===== src/rtl/alu_request_arbiter_pkg.sv =====
// Shared types and constants for the ALU request arbiter.
//   AluXlen / AluFuncW : default operand width and ALU function-code width
//   alu_func_t         : ALU function codes (SLT is code 0)
//   alu_flags_t        : comparison flags {le, lt, ne, eq} as produced by the ALU
//   arb_state_t        : arbiter FSM states
package alu_request_arbiter_pkg;

    localparam int unsigned AluXlen  = 64;
    localparam int unsigned AluFuncW = 4;

    typedef enum logic [AluFuncW-1:0] {
        FnSlt  = 4'd0,
        FnAdd  = 4'd1,
        FnSub  = 4'd2,
        FnAnd  = 4'd3,
        FnOr   = 4'd4,
        FnXor  = 4'd5,
        FnSltu = 4'd6
    } alu_func_t;

    typedef struct packed {
        logic le;
        logic lt;
        logic ne;
        logic eq;
    } alu_flags_t;

    typedef enum logic [1:0] {
        StIdle,
        StExec,
        StResp
    } arb_state_t;

endpackage


===== src/rtl/alu_request_arbiter_if.sv =====
// Requester-side bundle of the ALU request arbiter.
//   req_valid/req_ready      : per-requester request handshake (ready is a one-hot grant)
//   req_func/data_0/data_1   : flattened per-requester payloads, requester i at slice i
//   rsp_valid/rsp_ready      : per-requester response handshake (valid is one-hot)
//   rsp_data/rsp_flags       : shared result bus, meaningful where rsp_valid is set
// master = the requesters, slave = the arbiter.
interface alu_request_arbiter_if
    import alu_request_arbiter_pkg::*;
#(
    parameter int unsigned NUM_REQ = 2,
    parameter int unsigned XLEN    = AluXlen,
    parameter int unsigned FUNC_W  = AluFuncW
) ();

    logic [NUM_REQ-1:0]        req_valid;
    logic [NUM_REQ-1:0]        req_ready;
    logic [NUM_REQ*FUNC_W-1:0] req_func;
    logic [NUM_REQ*XLEN-1:0]   req_data_0;
    logic [NUM_REQ*XLEN-1:0]   req_data_1;
    logic [NUM_REQ-1:0]        rsp_valid;
    logic [NUM_REQ-1:0]        rsp_ready;
    logic [XLEN-1:0]           rsp_data;
    alu_flags_t                rsp_flags;

    modport master (
        output req_valid, req_func, req_data_0, req_data_1, rsp_ready,
        input  req_ready, rsp_valid, rsp_data, rsp_flags
    );

    modport slave (
        input  req_valid, req_func, req_data_0, req_data_1, rsp_ready,
        output req_ready, rsp_valid, rsp_data, rsp_flags
    );

endinterface


===== src/rtl/alu_request_arbiter_rr_arbiter.sv =====
// Combinational round-robin picker.
//   req : request vector
//   ptr : index of the previous winner (it gets lowest priority)
//   gnt : one-hot grant, zero when no request
//   idx : binary index of the granted requester
module alu_request_arbiter_rr_arbiter #(
    parameter int unsigned N = 2,
    localparam int unsigned IdxW = (N > 1) ? $clog2(N) : 1
) (
    input  logic [N-1:0]    req,
    input  logic [IdxW-1:0] ptr,
    output logic [N-1:0]    gnt,
    output logic [IdxW-1:0] idx
);

    always_comb begin
        logic            found;
        logic [IdxW-1:0] cand;
        found = 1'b0;
        cand  = '0;
        gnt   = '0;
        idx   = '0;
        // Search starts one past the last winner and wraps, so ptr itself is checked last.
        for (int unsigned off = 1; off <= N; off++) begin
            cand = IdxW'((32'(ptr) + off) % N);
            if (!found && req[cand]) begin
                found     = 1'b1;
                gnt[cand] = 1'b1;
                idx       = cand;
            end
        end
    end

endmodule


===== src/rtl/alu_request_arbiter.sv =====
// Shares one ALU between NUM_REQ requesters, one operation in flight.
//   clk, rst   : clock, asynchronous active-low reset
//   bus        : requester handshake/payload bundle (slave side)
//   alu_func   : function code to the ALU
//   alu_data_0 : operand A to the ALU
//   alu_data_1 : operand B to the ALU
//   alu_data_2 : combinational ALU result
//   alu_flags  : combinational ALU flags {le, lt, ne, eq}
// Flow: IDLE grants round-robin and latches the winner's operands, EXEC gives the ALU one
// cycle and captures its outputs, RESP holds the result for the winner until it takes it.
module alu_request_arbiter
    import alu_request_arbiter_pkg::*;
#(
    parameter int unsigned NUM_REQ = 2,
    parameter int unsigned XLEN    = AluXlen,
    parameter int unsigned FUNC_W  = AluFuncW
) (
    input  logic                clk,
    input  logic                rst,
    alu_request_arbiter_if.slave bus,
    output logic [FUNC_W-1:0]   alu_func,
    output logic [XLEN-1:0]     alu_data_0,
    output logic [XLEN-1:0]     alu_data_1,
    input  logic [XLEN-1:0]     alu_data_2,
    input  alu_flags_t          alu_flags
);

    localparam int unsigned IdxW = (NUM_REQ > 1) ? $clog2(NUM_REQ) : 1;

    arb_state_t        state_q, state_d;
    logic [IdxW-1:0]   ptr_q, ptr_d;
    logic [IdxW-1:0]   idx_q, idx_d;
    logic [FUNC_W-1:0] func_q, func_d;
    logic [XLEN-1:0]   data0_q, data0_d;
    logic [XLEN-1:0]   data1_q, data1_d;
    logic [XLEN-1:0]   rsp_data_q, rsp_data_d;
    alu_flags_t        rsp_flags_q, rsp_flags_d;

    logic [NUM_REQ-1:0] gnt;
    logic [IdxW-1:0]    gnt_idx;

    alu_request_arbiter_rr_arbiter #(
        .N (NUM_REQ)
    ) u_rr_arbiter (
        .req (bus.req_valid),
        .ptr (ptr_q),
        .gnt (gnt),
        .idx (gnt_idx)
    );

    always_comb begin
        state_d       = state_q;
        ptr_d         = ptr_q;
        idx_d         = idx_q;
        func_d        = func_q;
        data0_d       = data0_q;
        data1_d       = data1_q;
        rsp_data_d    = rsp_data_q;
        rsp_flags_d   = rsp_flags_q;
        bus.req_ready = '0;
        bus.rsp_valid = '0;

        case (state_q)
            StIdle: begin
                // The grant is a subset of req_valid, so any grant bit is an accept.
                bus.req_ready = gnt;
                if (|gnt) begin
                    func_d  = bus.req_func[gnt_idx*FUNC_W +: FUNC_W];
                    data0_d = bus.req_data_0[gnt_idx*XLEN +: XLEN];
                    data1_d = bus.req_data_1[gnt_idx*XLEN +: XLEN];
                    idx_d   = gnt_idx;
                    ptr_d   = gnt_idx;
                    state_d = StExec;
                end
            end
            StExec: begin
                rsp_data_d  = alu_data_2;
                rsp_flags_d = alu_flags;
                state_d     = StResp;
            end
            StResp: begin
                bus.rsp_valid[idx_q] = 1'b1;
                if (bus.rsp_ready[idx_q]) begin
                    state_d = StIdle;
                end
            end
            default: begin
                state_d = StIdle;
            end
        endcase
    end

    always_ff @(posedge clk or negedge rst) begin
        if (!rst) begin
            state_q     <= StIdle;
            // Previous winner = last requester, so requester 0 wins first.
            ptr_q       <= IdxW'(NUM_REQ - 1);
            idx_q       <= '0;
            func_q      <= '0;
            data0_q     <= '0;
            data1_q     <= '0;
            rsp_data_q  <= '0;
            rsp_flags_q <= '0;
        end else begin
            state_q     <= state_d;
            ptr_q       <= ptr_d;
            idx_q       <= idx_d;
            func_q      <= func_d;
            data0_q     <= data0_d;
            data1_q     <= data1_d;
            rsp_data_q  <= rsp_data_d;
            rsp_flags_q <= rsp_flags_d;
        end
    end

    assign alu_func      = func_q;
    assign alu_data_0    = data0_q;
    assign alu_data_1    = data1_q;
    assign bus.rsp_data  = rsp_data_q;
    assign bus.rsp_flags = rsp_flags_q;

endmodule


===== src/flat_wrapper.sv =====
// flat-port wrapper written by rule: the top's interface ports become plain ports
module alu_request_arbiter_flat import alu_request_arbiter_pkg::*;
#(
    parameter int unsigned NUM_REQ = 2,
    parameter int unsigned XLEN    = AluXlen,
    parameter int unsigned FUNC_W  = AluFuncW
)
  (clk, rst, alu_func, alu_data_0, alu_data_1, alu_data_2, alu_flags, bus_req_valid, bus_req_func, bus_req_data_0, bus_req_data_1, bus_rsp_ready, bus_req_ready, bus_rsp_valid, bus_rsp_data, bus_rsp_flags);
  alu_request_arbiter_if #(.NUM_REQ(NUM_REQ), .XLEN(XLEN), .FUNC_W(FUNC_W)) bus_i ();
  input  logic clk;
  input  logic rst;
  output logic [FUNC_W-1:0] alu_func;
  output logic [XLEN-1:0] alu_data_0;
  output logic [XLEN-1:0] alu_data_1;
  input  logic [XLEN-1:0] alu_data_2;
  input  alu_flags_t alu_flags;
  input wire logic [$bits(bus_i.req_valid)-1:0] bus_req_valid;
  input wire logic [$bits(bus_i.req_func)-1:0] bus_req_func;
  input wire logic [$bits(bus_i.req_data_0)-1:0] bus_req_data_0;
  input wire logic [$bits(bus_i.req_data_1)-1:0] bus_req_data_1;
  input wire logic [$bits(bus_i.rsp_ready)-1:0] bus_rsp_ready;
  output wire logic [$bits(bus_i.req_ready)-1:0] bus_req_ready;
  output wire logic [$bits(bus_i.rsp_valid)-1:0] bus_rsp_valid;
  output wire logic [$bits(bus_i.rsp_data)-1:0] bus_rsp_data;
  output wire logic [$bits(bus_i.rsp_flags)-1:0] bus_rsp_flags;
  assign bus_i.req_valid = bus_req_valid;
  assign bus_i.req_func = bus_req_func;
  assign bus_i.req_data_0 = bus_req_data_0;
  assign bus_i.req_data_1 = bus_req_data_1;
  assign bus_i.rsp_ready = bus_rsp_ready;
  assign bus_req_ready = bus_i.req_ready;
  assign bus_rsp_valid = bus_i.rsp_valid;
  assign bus_rsp_data = bus_i.rsp_data;
  assign bus_rsp_flags = bus_i.rsp_flags;
  alu_request_arbiter #(.NUM_REQ(NUM_REQ), .XLEN(XLEN), .FUNC_W(FUNC_W)) u_core (.clk(clk), .rst(rst), .bus(bus_i), .alu_func(alu_func), .alu_data_0(alu_data_0), .alu_data_1(alu_data_1), .alu_data_2(alu_data_2), .alu_flags(alu_flags));
endmodule

===== config.mk =====
export PLATFORM = sky130hd
export DESIGN_NAME = alu_request_arbiter_flat
export DESIGN_NICKNAME = d
export VERILOG_FILES = /design/src/rtl/alu_request_arbiter_pkg.sv /design/src/rtl/alu_request_arbiter_if.sv /design/src/rtl/alu_request_arbiter_rr_arbiter.sv /design/src/rtl/alu_request_arbiter.sv /design/src/flat_wrapper.sv
export SDC_FILE = /design/constraint.sdc
export NUM_CORES = 1
export LEC_CHECK = 0
export ABC_AREA = 1
export BUFFER_PORTS_ARGS = -buffer_cell sky130_fd_sc_hd__buf_2
export CAP_MARGIN = 25
export CORE_AREA = 2 2 213 215
export DETAILED_ROUTE_END_ITERATION = 16
export DIE_AREA = 0 0 215 217
export PLACE_DENSITY = 0.58
export SLEW_MARGIN = 10
export SYNTH_ARGS = -nofsm -noshare
export SYNTH_HDL_FRONTEND = slang
export SYNTH_SLANG_ARGS = --single-unit

===== constraint.sdc =====
create_clock -name clk -period 1.7 [get_ports clk]
set_input_delay 0.17 -clock clk [delete_from_list [all_inputs] [get_ports clk]]
set_output_delay 0.17 -clock clk [all_outputs]
set_load 0.05 [all_outputs]

==> impl_metrics.env <==
export IMPL_drt_iter0_markers=973
export IMPL_wl_um=42600
export IMPL_fin_area_mm2=0.0180
export IMPL_grt_pass1_wl_um=66700
export IMPL_max_freq_ghz=0.584
export IMPL_fillCellCount=4367
export IMPL_mostFrequentLayoutCell="nand2_1"
export IMPL_skew_ns=0.0171
export IMPL_antenna_found_initial=2
export IMPL_syn2layout_area_growth_pct=75.2
export IMPL_min_delay_start="bus_req_data_0[44]"
export IMPL_critPathMaxStageDelay_ns=0.45
export IMPL_grt_usage=0.175
export IMPL_instances_no_fill=2901
export IMPL_p_per_area_mw_per_mm2=1900
export IMPL_placed_cell_area_mm2=0.0138
export IMPL_status="finished, violations left"
export IMPL_ys_top_cells_by_area="dfrtp_1, nand2_1, nand3_1, inv_1, buf_2"
export IMPL_synth_top_cell_area_share=0.494
export IMPL_violations="negative setup slack"
export IMPL_syn_num_nets=1790
export IMPL_clk_latency_ns=0.53
export IMPL_cts_buffers=24
export IMPL_clockBufferDepth=3
export IMPL_syn_area_mm2=0.0103
export IMPL_maxSlewHeadroom=0.680
export IMPL_rows=78
export IMPL_leakage_uw=0.0105
export IMPL_cts_tree="built"
export IMPL_worst_setup_path_end_kind="output pin"
export IMPL_vias=12781
export IMPL_dr_pass1_iters=7
export IMPL_antenna_left=0
export IMPL_synth_cell_types=16
export IMPL_vdd_drop_max_mv=0.968
export IMPL_fp_dieH_um=217
export IMPL_slew_violations=0
export IMPL_setup_viol=2
export IMPL_drive_above_1_share=0.275
export IMPL_wl_per_cell_um=14.7
export IMPL_worstPathMaxFanout=4
export IMPL_coreArea_mm2=0.0447
export IMPL_cp_arrival_ns=1.54
export IMPL_ys_seq_elements=204
export IMPL_htreeDepth=1
export IMPL_finalHoldViolCount=0
export IMPL_worstSetupStartpointType="register"
export IMPL_synth_area_per_cell_um2=7.09
export IMPL_gp_congestion=0.887
export IMPL_required_ns=1.53
export IMPL_drc=0
export IMPL_crit_chain="nor2_4 -> buf_6 -> nand3_4 -> inv_4 -> buf_8"
export IMPL_mostFrequentLayoutCells="nand2_1, buf_2, nand3_1"
export IMPL_crit_path_start="u_core.state_q[0]"
export IMPL_clkTransAtPathRegs_ns=0.06
export IMPL_grt_start_max_net_pins=102
export IMPL_root_buffer="clkbuf_16"
export IMPL_path_class="reg2out"
export IMPL_synth_seq_area_share=0.496
export IMPL_slowest_stage="dfrtp_2"
export IMPL_die_width_um=215
export IMPL_hold_path_class="in2reg"
export IMPL_cp_num_buf_inv=3
export IMPL_r2r_start="u_core.state_q[1]"
export IMPL_min_period_ns=1.71
export IMPL_cpLargestDelayFamily="flip-flops"
export IMPL_port_buffers=541
export IMPL_dpl_cell_count=2531
export IMPL_grt_pass1_vias=13059
export IMPL_post_route_period_util=1.01
export IMPL_synthCells=1452
export IMPL_via_per_inst=4.41
export IMPL_rsz0062_at_grt="yes"
export IMPL_ys_warn_count=0
export IMPL_grt_overflow=0
export IMPL_nets=2621
export IMPL_tightest_slew_ns=0.479
export IMPL_post_dp_hpwl_um=26500
export IMPL_fin_ws_ns=-0.0116
export IMPL_dieArea_mm2=0.0467
export IMPL_yosysTopAreaCell="dfrtp_1"
export IMPL_cap_violations=0
export IMPL_cts_num_sinks=204
export IMPL_ioPinCount=542
export IMPL_start_util=0.230
[tightest hold or removal path: cells and delay by family]
family                 cells  cell delay [ns]
buffers and inverters      2             0.10
AND/OR/NAND/NOR            3             0.24
[through the flow]
step / worst slack (ns) / TNS (ns) / utilization / hold WS [ns] / total power (uW)
floorplan: -0.000212 / -0.000425 / - / -0.126 / 22200
finish: -0.0116 / -0.0144 / 0.403 / 0.0223 / 34300
global route: -0.0823 / -0.225 / 0.403 / 0.0239 / 36200
CTS: -0.138 / -0.259 / 0.403 / 0.000902 / 34300
global placement: 0.164 / 0 / 0.308 / 0.147 / 27500
detailed placement: 0.135 / 0 / 0.308 / 0.142 / 27600
[final cells by class]
class                           instances  area, um2  area share
Inverter                              271       1020      0.0567
Timing Repair Buffer                  898       6470       0.359
Tap cell                              600        751      0.0416
Clock inverter                          4       95.1     0.00527
Antenna cell                            1       2.50    0.000139
Clock buffer                           39        758      0.0420
Multi-Input combinational cell        884       3830       0.212
Sequential cell                       204       5110       0.283
[cell usage after synthesis, drive strengths merged]
cell type  number
nand3         334
o21ai           2
dfstp           1
dfrtp         203
inv           271
nand2         541
clkbuf         37
buf            56
nor2            7
[worst paths after layout]
check | end | slack [ns] | depth (start not counted)
max reg2reg | u_core.alu_data_1[58] | 0.15 | 7
max in group asynchronous | u_core.ptr_q | 0.90 | 3
min | u_core.alu_data_0[44] | 0.02 | 5
max | bus_req_ready[1] | -0.01 | 5
min reg2reg | u_core.bus.rsp_data[32] | 0.46 | 2
min in group asynchronous | u_core.bus.rsp_data[24] | 0.15 | 2
[registers in the layout (all words and copies together) (netlist names)]
name	flops
u_core.alu_data_1	64
u_core.idx_q	1
u_core.bus.rsp_data	64
u_core.alu_data_0	64
u_core.bus.rsp_flags	4
u_core.state_q	2
u_core.ptr_q	1
u_core.alu_func	4
[timing repair]
item                                    CTS  global route
hold buffers                            322             0
pin swaps                                 3             3
buffers inserted                          2             2
endpoints found under the setup margin    4             5
gates resized for setup                  28             5
endpoints found under the hold margin   350             0
gates cloned                              1             0
[power breakdown]
part           switching, uW  leakage, uW  internal (uW)
registers               1380      0.00248           7350
clock network           2070     0.000419           3480
logic                  15000      0.00756           4980
[kinds of logic after synthesis]
kind of cell	after synthesis	share of synthesized area
simple gates	882	0.364
compound gates	2	0.000973
flops	204	0.496
buf+inv	364	0.139
[routing by layer]
layer | track usage | share of wire | up-vias
met2 | 0.301 | 0.48 | 686
met3 | 0.0373 | 0.076 | 164
met5 | 0 | 0.00030 | -
met4 | 0.0979 | 0.052 | 2
met1 | 0.203 | 0.39 | 5894
li1 | - | - | 6035
Power figures use the tool's default switching activity.
